===== src/rtl/player_motion_ctrl_if.sv =====
`default_nettype none
// ============================================================================
// player_motion_ctrl_if : button/tick inputs and player status outputs
// Rev 1.0
// ============================================================================
interface player_motion_ctrl_if #(
  parameter int POS_W = 8
);
  logic [1:0]       game_tick;
  logic             button_up;
  logic             button_down;
  logic             crash;
  logic [POS_W-1:0] player_position;
  logic             game_start_pulse;
  logic             game_over_pulse;
  logic             jump_pulse;
  logic             jumping;
  logic             ducking;
  logic             game_over;

  modport master (
    output game_tick, button_up, button_down, crash,
    input  player_position, game_start_pulse, game_over_pulse, jump_pulse,
           jumping, ducking, game_over
  );

  modport slave (
    input  game_tick, button_up, button_down, crash,
    output player_position, game_start_pulse, game_over_pulse, jump_pulse,
           jumping, ducking, game_over
  );
endinterface
`default_nettype wire


===== src/rtl/player_motion_ctrl.sv =====
`default_nettype none
// ============================================================================
// player_motion_ctrl : dino game state machine and vertical jump physics
// Rev 1.0
// ============================================================================
module player_motion_ctrl #(
  parameter int POS_W         = 8,
  parameter int VEL_W         = 5,
  parameter int JUMP_VELOCITY = 12,
  parameter int GRAVITY       = 2,
  parameter int HOLD_GRAVITY  = 1,
  parameter int DROP_GRAVITY  = 4,
  parameter int MAX_FALL      = 15,
  parameter int RESTART_TICKS = 4
) (
  input  wire logic           clk,
  input  wire logic           reset,
  player_motion_ctrl_if.slave bus
);
  localparam int CNT_W = $clog2(RESTART_TICKS + 1);
  localparam int SUM_W = POS_W + 2;
  localparam int GV_W  = VEL_W + 2;

  localparam logic signed [GV_W-1:0]  G_NORM       = GV_W'(GRAVITY);
  localparam logic signed [GV_W-1:0]  G_HOLD       = GV_W'(HOLD_GRAVITY);
  localparam logic signed [GV_W-1:0]  G_DROP       = GV_W'(DROP_GRAVITY);
  localparam logic signed [GV_W-1:0]  NEG_MAX_FALL = -GV_W'(MAX_FALL);
  localparam logic signed [VEL_W:0]   JUMP_VEL     = (VEL_W + 1)'(JUMP_VELOCITY);
  localparam logic [CNT_W-1:0]        LOCK_MAX     = CNT_W'(RESTART_TICKS);
  localparam logic [POS_W-1:0]        POS_MAX      = {POS_W{1'b1}};

  typedef enum logic [2:0] {
    S_IDLE      = 3'd0,
    S_RUNNING   = 3'd1,
    S_JUMPING   = 3'd2,
    S_DUCKING   = 3'd3,
    S_GAME_OVER = 3'd4
  } state_t;

  state_t                state_q, state_d;
  logic [POS_W-1:0]      pos_q, pos_d;
  logic signed [VEL_W:0] vel_q, vel_d;
  logic [CNT_W-1:0]      lock_q, lock_d;
  logic                  released_q, released_d;
  logic                  start_pulse_q, start_pulse_d;
  logic                  over_pulse_q, over_pulse_d;
  logic                  jump_pulse_q, jump_pulse_d;

  logic                    w_tick0;
  logic                    w_tick1;
  logic                    w_vel_pos;
  logic signed [GV_W-1:0]  w_grav;
  logic signed [GV_W-1:0]  w_vel_ext;
  logic signed [GV_W-1:0]  w_vel_sub;
  logic [VEL_W:0]          w_vel_next;
  logic signed [SUM_W-1:0] w_sum;
  logic                    w_land;
  logic                    w_ceil;
  logic                    w_lock_done;

  // A 2'b11 tick is treated as tick[0] alone.
  assign w_tick0 = bus.game_tick[0];
  assign w_tick1 = bus.game_tick[1] & ~bus.game_tick[0];

  assign w_vel_pos = ~vel_q[VEL_W] & (vel_q != '0);
  assign w_grav    = bus.button_down              ? G_DROP :
                     (bus.button_up && w_vel_pos) ? G_HOLD : G_NORM;
  assign w_vel_ext  = {vel_q[VEL_W], vel_q};
  assign w_vel_sub  = w_vel_ext - w_grav;
  assign w_vel_next = (w_vel_sub < NEG_MAX_FALL) ? NEG_MAX_FALL[VEL_W:0] : w_vel_sub[VEL_W:0];

  // Two guard bits: the sign bit flags landing, bit POS_W flags the ceiling.
  assign w_sum  = {2'b00, pos_q} + {{(SUM_W - VEL_W - 1){vel_q[VEL_W]}}, vel_q};
  assign w_land = w_sum[SUM_W-1] | (w_sum == '0);
  assign w_ceil = ~w_sum[SUM_W-1] & w_sum[POS_W];

  assign w_lock_done = (lock_q == LOCK_MAX);

  always_ff @(posedge clk or negedge reset) begin
    if (!reset) begin
      state_q       <= S_IDLE;
      pos_q         <= '0;
      vel_q         <= '0;
      lock_q        <= '0;
      released_q    <= 1'b0;
      start_pulse_q <= 1'b0;
      over_pulse_q  <= 1'b0;
      jump_pulse_q  <= 1'b0;
    end else begin
      state_q       <= state_d;
      pos_q         <= pos_d;
      vel_q         <= vel_d;
      lock_q        <= lock_d;
      released_q    <= released_d;
      start_pulse_q <= start_pulse_d;
      over_pulse_q  <= over_pulse_d;
      jump_pulse_q  <= jump_pulse_d;
    end
  end

  always_comb begin
    state_d       = state_q;
    pos_d         = pos_q;
    vel_d         = vel_q;
    lock_d        = lock_q;
    released_d    = released_q;
    start_pulse_d = 1'b0;
    over_pulse_d  = 1'b0;
    jump_pulse_d  = 1'b0;

    case (state_q)
      S_IDLE: begin
        pos_d = '0;
        vel_d = '0;
        if (w_tick0 && bus.button_up) begin
          state_d       = S_JUMPING;
          vel_d         = JUMP_VEL;
          start_pulse_d = 1'b1;
          jump_pulse_d  = 1'b1;
        end
      end

      S_RUNNING: begin
        pos_d = '0;
        vel_d = '0;
        if (w_tick0) begin
          if (bus.crash) begin
            state_d      = S_GAME_OVER;
            over_pulse_d = 1'b1;
            lock_d       = '0;
            released_d   = 1'b0;
          end else if (bus.button_up) begin
            state_d      = S_JUMPING;
            vel_d        = JUMP_VEL;
            jump_pulse_d = 1'b1;
          end else if (bus.button_down) begin
            state_d = S_DUCKING;
          end
        end
      end

      S_DUCKING: begin
        pos_d = '0;
        vel_d = '0;
        if (w_tick0) begin
          if (bus.crash) begin
            state_d      = S_GAME_OVER;
            over_pulse_d = 1'b1;
            lock_d       = '0;
            released_d   = 1'b0;
          end else if (!bus.button_down) begin
            state_d = S_RUNNING;
          end
        end
      end

      S_JUMPING: begin
        if (w_tick0) begin
          if (bus.crash) begin
            state_d      = S_GAME_OVER;
            over_pulse_d = 1'b1;
            lock_d       = '0;
            released_d   = 1'b0;
          end else begin
            vel_d = w_vel_next;
          end
        end else if (w_tick1) begin
          if (w_land) begin
            pos_d   = '0;
            vel_d   = '0;
            state_d = bus.button_down ? S_DUCKING : S_RUNNING;
          end else if (w_ceil) begin
            pos_d = POS_MAX;
            vel_d = '0;
          end else begin
            pos_d = w_sum[POS_W-1:0];
          end
        end
      end

      S_GAME_OVER: begin
        if (w_tick0) begin
          if (w_lock_done && released_q && bus.button_up) begin
            state_d       = S_RUNNING;
            start_pulse_d = 1'b1;
            pos_d         = '0;
            vel_d         = '0;
          end else begin
            if (!w_lock_done) begin
              lock_d = lock_q + CNT_W'(1);
            end
            if (!bus.button_up) begin
              released_d = 1'b1;
            end
          end
        end
      end

      default: begin
        state_d = S_IDLE;
        pos_d   = '0;
        vel_d   = '0;
      end
    endcase
  end

  assign bus.player_position  = pos_q;
  assign bus.game_start_pulse = start_pulse_q;
  assign bus.game_over_pulse  = over_pulse_q;
  assign bus.jump_pulse       = jump_pulse_q;
  assign bus.jumping          = (state_q == S_JUMPING);
  assign bus.ducking          = (state_q == S_DUCKING);
  assign bus.game_over        = (state_q == S_GAME_OVER);

endmodule
`default_nettype wire


===== src/flat_wrapper.sv =====
// flat-port wrapper written by rule: the top's interface ports become plain ports
module player_motion_ctrl_flat 
#(
  parameter int POS_W         = 8,
  parameter int VEL_W         = 5,
  parameter int JUMP_VELOCITY = 12,
  parameter int GRAVITY       = 2,
  parameter int HOLD_GRAVITY  = 1,
  parameter int DROP_GRAVITY  = 4,
  parameter int MAX_FALL      = 15,
  parameter int RESTART_TICKS = 4
)
  (clk, reset, bus_game_tick, bus_button_up, bus_button_down, bus_crash, bus_player_position, bus_game_start_pulse, bus_game_over_pulse, bus_jump_pulse, bus_jumping, bus_ducking, bus_game_over);
  player_motion_ctrl_if #(.POS_W(POS_W)) bus_i ();
  input  wire logic clk;
  input  wire logic reset;
  input wire logic [$bits(bus_i.game_tick)-1:0] bus_game_tick;
  input wire logic [$bits(bus_i.button_up)-1:0] bus_button_up;
  input wire logic [$bits(bus_i.button_down)-1:0] bus_button_down;
  input wire logic [$bits(bus_i.crash)-1:0] bus_crash;
  output wire logic [$bits(bus_i.player_position)-1:0] bus_player_position;
  output wire logic [$bits(bus_i.game_start_pulse)-1:0] bus_game_start_pulse;
  output wire logic [$bits(bus_i.game_over_pulse)-1:0] bus_game_over_pulse;
  output wire logic [$bits(bus_i.jump_pulse)-1:0] bus_jump_pulse;
  output wire logic [$bits(bus_i.jumping)-1:0] bus_jumping;
  output wire logic [$bits(bus_i.ducking)-1:0] bus_ducking;
  output wire logic [$bits(bus_i.game_over)-1:0] bus_game_over;
  assign bus_i.game_tick = bus_game_tick;
  assign bus_i.button_up = bus_button_up;
  assign bus_i.button_down = bus_button_down;
  assign bus_i.crash = bus_crash;
  assign bus_player_position = bus_i.player_position;
  assign bus_game_start_pulse = bus_i.game_start_pulse;
  assign bus_game_over_pulse = bus_i.game_over_pulse;
  assign bus_jump_pulse = bus_i.jump_pulse;
  assign bus_jumping = bus_i.jumping;
  assign bus_ducking = bus_i.ducking;
  assign bus_game_over = bus_i.game_over;
  player_motion_ctrl #(.POS_W(POS_W), .VEL_W(VEL_W), .JUMP_VELOCITY(JUMP_VELOCITY), .GRAVITY(GRAVITY), .HOLD_GRAVITY(HOLD_GRAVITY), .DROP_GRAVITY(DROP_GRAVITY), .MAX_FALL(MAX_FALL), .RESTART_TICKS(RESTART_TICKS)) u_core (.clk(clk), .reset(reset), .bus(bus_i));
endmodule

===== config.mk =====
export PLATFORM = sky130hd
export DESIGN_NAME = player_motion_ctrl_flat
export DESIGN_NICKNAME = d
export VERILOG_FILES = /design/src/rtl/player_motion_ctrl_if.sv /design/src/rtl/player_motion_ctrl.sv /design/src/flat_wrapper.sv
export SDC_FILE = /design/constraint.sdc
export NUM_CORES = 1
export LEC_CHECK = 0
export CORE_ASPECT_RATIO = 0.7
export CORE_MARGIN = 2
export CORE_UTILIZATION = 40
export CTS_BUF_LIST = sky130_fd_sc_hd__clkbuf_4
export CTS_CLUSTER_DIAMETER = 200
export DETAILED_ROUTE_END_ITERATION = 10
export GPL_ROUTABILITY_DRIVEN = 0
export PLACE_DENSITY = 0.6
export SYNTH_ARGS = -nofsm -noshare
export SYNTH_HDL_FRONTEND = slang
export SYNTH_SLANG_ARGS = --single-unit

===== constraint.sdc =====
create_clock -name clk -period 6.1 [get_ports clk]
set_clock_uncertainty 0.05 [all_clocks]
set_input_delay 0.61 -clock clk [delete_from_list [all_inputs] [get_ports clk]]
set_output_delay 0.61 -clock clk [all_outputs]
set_load 0.02 [all_outputs]

==> Word level (Yosys, flattened, before mapping) <==
Cells that the tools add are included.
{ "totals": {"regBits": 24, "output_inout_bits": 14, "inputBits": 7, "word_cells": 118} }
{ "classes": {"n_lt_le_gt_ge": 1, "bitwise": 7, "n_eq_ne": 24, "mux": 61, "n_reduce_logical": 14, "add_sub_neg": 3} }
{ "ops": {"columns": ["cell", "count"], "rows": [
  ["$mux 6", 10],
  ["$mux 3", 19],
  ["$mux 8", 6],
  ["$pmux 6 s4", 1],
  ["$pmux 8 s2", 1],
  ["$pmux 3 s5", 1],
  ["$mux 1", 14],
  ["$ne 2x2->1 const B", 7],
  ["$reduce_and 6->1", 2],
  ["$add 9x6->10", 1],
  ["$logic_not 10->1", 1],
  ["$ne 2x1->1 const B", 5],
  ["$reduce_and 10->1", 1],
  ["$ne 3x3->1 const B", 3],
  ["$mux 4", 2],
  ["$lt 7x5->1 const B", 1],
  ["$mux 7", 1],
  ["$sub 6x7->7", 1],
  ["$eq 3x2->1 const B", 2],
  ["$eq 3x3->1 const B", 2],
  ["$ne 3x2->1 const B", 2],
  ["$pmux 1 s2", 3],
  ["$pmux 3 s2", 1],
  ["$reduce_bool 6->1", 1],
  ["other kinds (14)", 22]
]} }

==> Depth between registers and ports, before layout <==
{ "depth": {"ltp_word": 11, "depth_mapped": 14} }

==> Worst setup path before layout <==
OpenSTA, ideal clock, no wires.
{ "synth_timing": {"path_type": "flip-flop to flip-flop", "from": "register u_core.pos_q[0] (netlist: u_core.bus.player_position[0])", "to": "register u_core.vel_q[3]", "path_buffers": 0, "period_less_slack_ns": 2.887, "t_arrival_ns": 2.715, "setup_slack_ns": 3.213, "t_required_ns": 5.928, "stages_incl_launch_ff": 12, "cell_sequence": "dfrtp_1 -> ha_1 -> inv_1 -> fa_1 -> nor2b_1 -> o31a_2 -> o31ai_4 -> a22oi_2 -> mux2i_1 -> a31oi_4 -> or2_1 -> a32o_1"} }
{ "synth_via": {"elab_chain_cells": 7, "elab_cells_between_ends": 11, "cone_classes": "add/sub (1); eq/ne (1); mux (4); bitwise (3); reduce/logical (2)"} }
{ "synth_rtl": {"columns": ["item", "line_no", "source"], "rows": [
  ["start: declaration", "player_motion_ctrl.sv:41", "logic [POS_W-1:0] pos_q, pos_d;"],
  ["start signal: assignment", "player_motion_ctrl.sv:91", "pos_q <= pos_d;"],
  ["$add 9x6->10 (*)", "player_motion_ctrl.sv:73", "assign w_sum = {2'b00, pos_q} + {{(SUM_W - VEL_W - 1){vel_q[VEL_W]}}, vel_q};"],
  ["$logic_not 10->1", "player_motion_ctrl.sv:74", "assign w_land = w_sum[SUM_W-1] | (w_sum == '0);"],
  ["$or 1x1->1", "player_motion_ctrl.sv:74", null],
  ["$mux 6", "player_motion_ctrl.sv:168", "if (w_land) begin"],
  ["$mux 6", "player_motion_ctrl.sv:167", "end else if (w_tick1) begin"],
  ["$mux 6", "player_motion_ctrl.sv:158", "if (w_tick0) begin"],
  ["$pmux 6 s4", "player_motion_ctrl.sv:111", "case (state_q)"],
  ["end signal: assignment", "player_motion_ctrl.sv:92", "vel_q <= vel_d;"],
  ["end: declaration", "player_motion_ctrl.sv:42", "logic signed [VEL_W:0] vel_q, vel_d;"]
]} }
Every way passes the cells marked *; elsewhere a longest branch is shown, timed or not. The select of a mux whose other input is x is not followed.
A chain may end at the register's enable or synchronous reset.

==> Final worst setup path <==
{ "layout_timing": {"from": "input port bus_button_up", "to": "register u_core.vel_q[3]"} }
{ "layout_via": {"elab_chain_cells": 9, "elab_cells_between_ends": 17, "cone_classes": "add/sub (1); order compare (1); eq/ne (1); mux (10); reduce/logical (4)"} }
{ "layout_rtl": {"columns": ["item", "line_no", "source"], "rows": [
  ["start: declaration", "flat_wrapper.sv:18", "input wire logic [$bits(bus_i.button_up)-1:0] bus_button_up;"],
  ["$logic_and 1x1->1", "player_motion_ctrl.sv:67", "(bus.button_up && w_vel_pos) ? G_HOLD : G_NORM;"],
  ["$mux 2", "player_motion_ctrl.sv:67", null],
  ["$mux 7", "player_motion_ctrl.sv:66", "assign w_grav = bus.button_down ? G_DROP :"],
  ["$sub 6x7->7", "player_motion_ctrl.sv:69", "assign w_vel_sub = w_vel_ext - w_grav;"],
  ["$lt 7x5->1", "player_motion_ctrl.sv:70", "assign w_vel_next = (w_vel_sub < NEG_MAX_FALL) ? NEG_MAX_FALL[VEL_W:0] : w_vel_sub[VEL_W:0];"],
  ["$mux 6", "player_motion_ctrl.sv:70", null],
  ["$mux 6", "player_motion_ctrl.sv:159", "if (bus.crash) begin"],
  ["$mux 6", "player_motion_ctrl.sv:158", null],
  ["$pmux 6 s4", "player_motion_ctrl.sv:111", null]
]} }
Several ways; a longest one is shown, not always the timed one. The select of a mux whose other input is x is not followed.

==> results.md <==
Setup path:
- The critical path goes through clkdlybuf4s50_1 -> nand3_1 -> nor2_1 -> ha_1 -> inv_1 -> fa_1 -> xor2_1 -> nor3_1 -> mux2i_1 -> o221a_2 -> a31o_2 -> a32o_1.
- In this design, the stage delay of the slowest critical-path cell is between 0.5 and 0.6 ns.
- Across all register-to-register paths, the minimum setup slack is 2.98 ns.
- The count of cells along the worst register-to-register path is 11.
- The type of element capturing the critical path is a flop.
- The origin of the critical flop-to-flop path is u_core.vel_q[0]$_DFFE_PN0P_.
- The slowest cell on the critical path is sky130_fd_sc_hd__clkdlybuf4s50_1.
- The critical path is of the primary input to flop type.
- The startpoint type of the worst setup path is a primary input.
- The critical register-to-register path endpoint is u_core.vel_q[3]$_DFFE_PN0P_.
- For the worst setup path, the data required time is around 6.3 ns.
- In this run the worst path has a maximum fanout of 6.
- The data arrival time of the critical path is roughly 3.4 ns.

Run:
- The reported max-cap violation count is 0.

Synthesis:
- The number of nets produced by synthesis is about 270.
- Synthesis handed over a netlist of approximately 250 instances.
- In this run the mean area of a mapped cell was between 8 and 9 sq um.
- The share of flip-flops with an asynchronous set or reset after synthesis is 100.0%.
- In this run, synthesis produced a sequential element count of 24.
- The number of synthesized flops with an enable pin is 0.
- In this run, distinct cell masters in the synthesized netlist total between 60 and 70.
- The sequential-to-total area share from yosys stat is 29.02%.
- After synthesis the cells add up to 0.002069 sq mm.
- The top flip-flop cell by instance count after synthesis is sky130_fd_sc_hd__dfrtp_1.
- During synthesis, Yosys emitted a total of 0 warnings.

Global routing:
- Global routing finished with a remaining overflow of 0.
- The global-route wire length before repair is slightly above 8 mm.
- The number of antenna violations at the first check in global routing is 0.
- The via count of the first global-routing pass is approximately 1,700.
- Entering global routing, the biggest net connects 25 pins.
- Across every metal layer, demand over resource in global routing totals 17.43%.

Drt:
- The first detailed-routing pass took 4 iterations.
- The sum of routed wire length over all layers is 4.928 mm.
- For this run, design rule violations remaining after detail routing come to 0.
- The routed wire length on met3 is ~380 um.
- Wire segments on met2 add up to roughly 1.8 mm in the final route.
- The number of vias per cell after detailed routing is 5.625.
- The detailed-route wire length per cell is 14.67 um.
- The routed metal-1 wirelength is about 2.7 mm.
- For this block, the initial DRC count from the detailed router was ~200.
- The highest metal layer with signal wires is met4.
- The remaining number of nets flagged by the antenna check after routing is 0.
- Detailed routing inserted a total of 1,890 vias.

CTS:
- The cell sitting at the root of the clock tree is a sky130_fd_sc_hd__clkbuf_4.
- After clock tree synthesis, the repair step resized 0 gates.
- The clock tree from TritonCTS is yes.
- The longest clock path from root to sink contains 2 buffers.
- CTS built an H-tree with a depth of 1.
- The clock slew seen by the registers of the worst setup and hold paths is about 0.14 ns.
- At the later pin of the worst-skew pair, clock insertion delay measures between 0.3 and 0.4 ns.
- The clock drives 24 sinks.
- Once the clock tree was built, the setup fixing pass inserted 0 buffers.
- In this run, CTS created clock tree buffers numbering 3.
- The total of hold buffers inserted after clock tree synthesis is 0.

Placed design:
- In this run the cell area measured after placement is 0.002333 sq mm.
- Summed over all nets, the half-perimeter wirelength after detailed placement is just under 4 mm.
- Port buffering added 20 buffers.

Worst hold path:
- In this run the most critical hold path is launched from u_core.bus.player_position[5]$_DFFE_PN0P_.
- The path with the worst hold slack has its endpoint at u_core.bus.player_position[5]$_DFFE_PN0P_.
- The instance count along the most critical hold path is 2.
- The class of the worst hold path is flop to flop.

Floorplanning:
- The number of placement rows is 21.
- Once the floorplan was initialized, standard cells occupied a little over two fifths of the core.
- The floorplan step set the die height to ~64 um.
- The overall die area is approximately 0.0058 sq mm.
- For this design the top-level I/O count stands at 21.
- The core box area is slightly below 0.005 sq mm.
- In this run the horizontal extent of the chip is ~90 um.

Timing:
- The setup TNS is 0 ns.
- The worst path uses 52.47% of the clock period.
- The final count of pins violating max slew is 0.
- The headroom to the max-slew limit is roughly 66%.
- The transition time of the tightest slew-check pin is just over 0.5 ns.
- The worst path in the final design needs a cycle of ~3.2 ns, including I/O delays and setup.
- The fmax is roughly 310 MHz.
- The total setup violations reported at the end of the flow is 0.
- The final count of hold timing violations is 0.
- Setup repair after global routing left no endpoint under its margin.
- The hold slack is about 0.49 ns.

Finish:
- The core occupancy in the finished layout is 48.82%.
- The top cell types in the final layout, fill and taps aside, are sky130_fd_sc_hd__nor2_1 (28), sky130_fd_sc_hd__dfrtp_1 (24), sky130_fd_sc_hd__nand2_1 (22).
- The fill cell instance count of the final layout is slightly below 500.
- Relative to the synthesized area, the layout overhead comes to 15.30%.
- The most frequent standard cell in the layout excluding fill and tap cells is sky130_fd_sc_hd__nor2_1.
- The antenna diode count is 0.
- The layout cell share with drive strength beyond 1 is under 10%.
- After routing the design area is roughly 0.0024 sq mm.
- The net total in the final layout is ~290.

Pwr:
- Across the VDD grid, the largest voltage drop is 0.2752 mV.
- The analysis attributes to cell leakage a power of 1.015 nW.
- The post-layout total power is between 0.001 and 0.0015 W.
- In this run the power density over the cells is roughly 450 mW/mm^2.

Outcome:
- The run finished with clean final reports.
## cells in the mapped netlist, drive strengths merged, types with 2 or more instances
cell | count | area (sq um)
fa | 2 | 40.04
nor3 | 6 | 30.03
a22oi | 4 | 35.03
o21ai | 15 | 78.82
buf | 2 | 18.77
a211oi | 6 | 50.05
nor4 | 2 | 12.51
clkbuf | 5 | 18.77
or2 | 3 | 18.77
inv | 21 | 78.83
dfrtp | 24 | 600.6
o211a | 3 | 30.03
o31ai | 4 | 43.79
a41oi | 2 | 17.52
a21oi | 16 | 80.08
ha | 14 | 175.2
a31o | 2 | 17.52
nor2b | 4 | 25.02
a31oi | 5 | 46.29
nor2 | 28 | 105.1
nand3 | 11 | 55.05
xnor2 | 2 | 17.52
o21a | 4 | 30.03
or3 | 3 | 25.03
nand4 | 2 | 12.51
xor2 | 2 | 17.52
mux2i | 4 | 40.04
nand2 | 24 | 95.09
a22o | 6 | 52.55
## per-layer routing
metal / track usage [%] / vias to the layer above
li1: - / 944
met1: 29.20 / 879
met2: 23.39 / 65
met3: 3.184 / 2
met4: 1.154 / 0
met5: 0 / -
## stage by stage
stage | setup slack, ns | instances
finish | 2.899 | 336
detailed placement | 2.556 | 332
CTS | 2.906 | 336
floorplan | 3.213 | 248
global placement | 2.643 | 332
global route | 2.702 | 336
## critical path, delay by kind of cell
kind | cells | cell delay (ns)
compound gates | 3 | 0.77
xor+xnor | 1 | 0.20
fa+ha+maj | 2 | 0.59
buf+inv | 2 | 0.63
mux | 1 | 0.11
simple gates | 3 | 0.46
## flip-flops by register name (all words and copies together), names as in the netlist
| signal | count |
|---|---|
| u_core.state_q | 3 |
| u_core.lock_q | 3 |
| u_core.bus.game_over_pulse | 1 |
| u_core.released_q | 1 |
| u_core.bus.jump_pulse | 1 |
| u_core.bus.game_start_pulse | 1 |
| u_core.bus.player_position | 8 |
| u_core.vel_q | 6 |
## power by group
group	leakage (nW)	switching, W	internal [W]
Combinational	0.664	0.000406	0.000283
Sequential	0.324	0.0000655	0.000203
Clock	0.0279	0.0000500	0.0000665
Total	1.02	0.000522	0.000553
## worst max path at each step
stage	startpoint	to	slack [ns]	depth (start not counted)
6_report	bus_button_up	u_core.vel_q[3]$_DFFE_PN0P_	2.90	12
3_3_place_gp	bus_button_up	u_core.vel_q[3]$_DFFE_PN0P_	2.64	12
3_5_place_dp	bus_button_up	u_core.vel_q[3]$_DFFE_PN0P_	2.56	12
5_1_grt	bus_button_up	u_core.vel_q[3]$_DFFE_PN0P_	2.70	12
2_1_floorplan	u_core.bus.player_position[0]$_DFFE_PN0P_	u_core.vel_q[3]$_DFFE_PN0P_	3.21	11
4_1_cts	bus_button_up	u_core.vel_q[3]$_DFFE_PN0P_	2.91	12
## logic make-up (layout without fill, tap and decap cells)
family	count (synthesis)	in the layout	synth area share, %
multiplexers	5	5	2.479
adder cells (fa/ha/maj)	16	16	10.40
AO/OA/AOI/OAI	80	80	29.75
flip-flops	24	24	29.02
XOR/XNOR	4	4	1.693
buffers and inverters	29	48	5.804
AND/OR/NAND/NOR	90	90	20.86
## layout make-up
class | instances | area, sq um | area share [%]
multi-input combinational | 195 | 1349 | 56.53
sequential | 24 | 600.6 | 25.17
timing repair buffer | 22 | 215.2 | 9.019
tap | 69 | 86.33 | 3.618
inverter | 22 | 82.58 | 3.461
clock inverter | 1 | 30.03 | 1.259
clock buffer | 3 | 22.52 | 0.9439
Power figures use the tool's default switching activity.
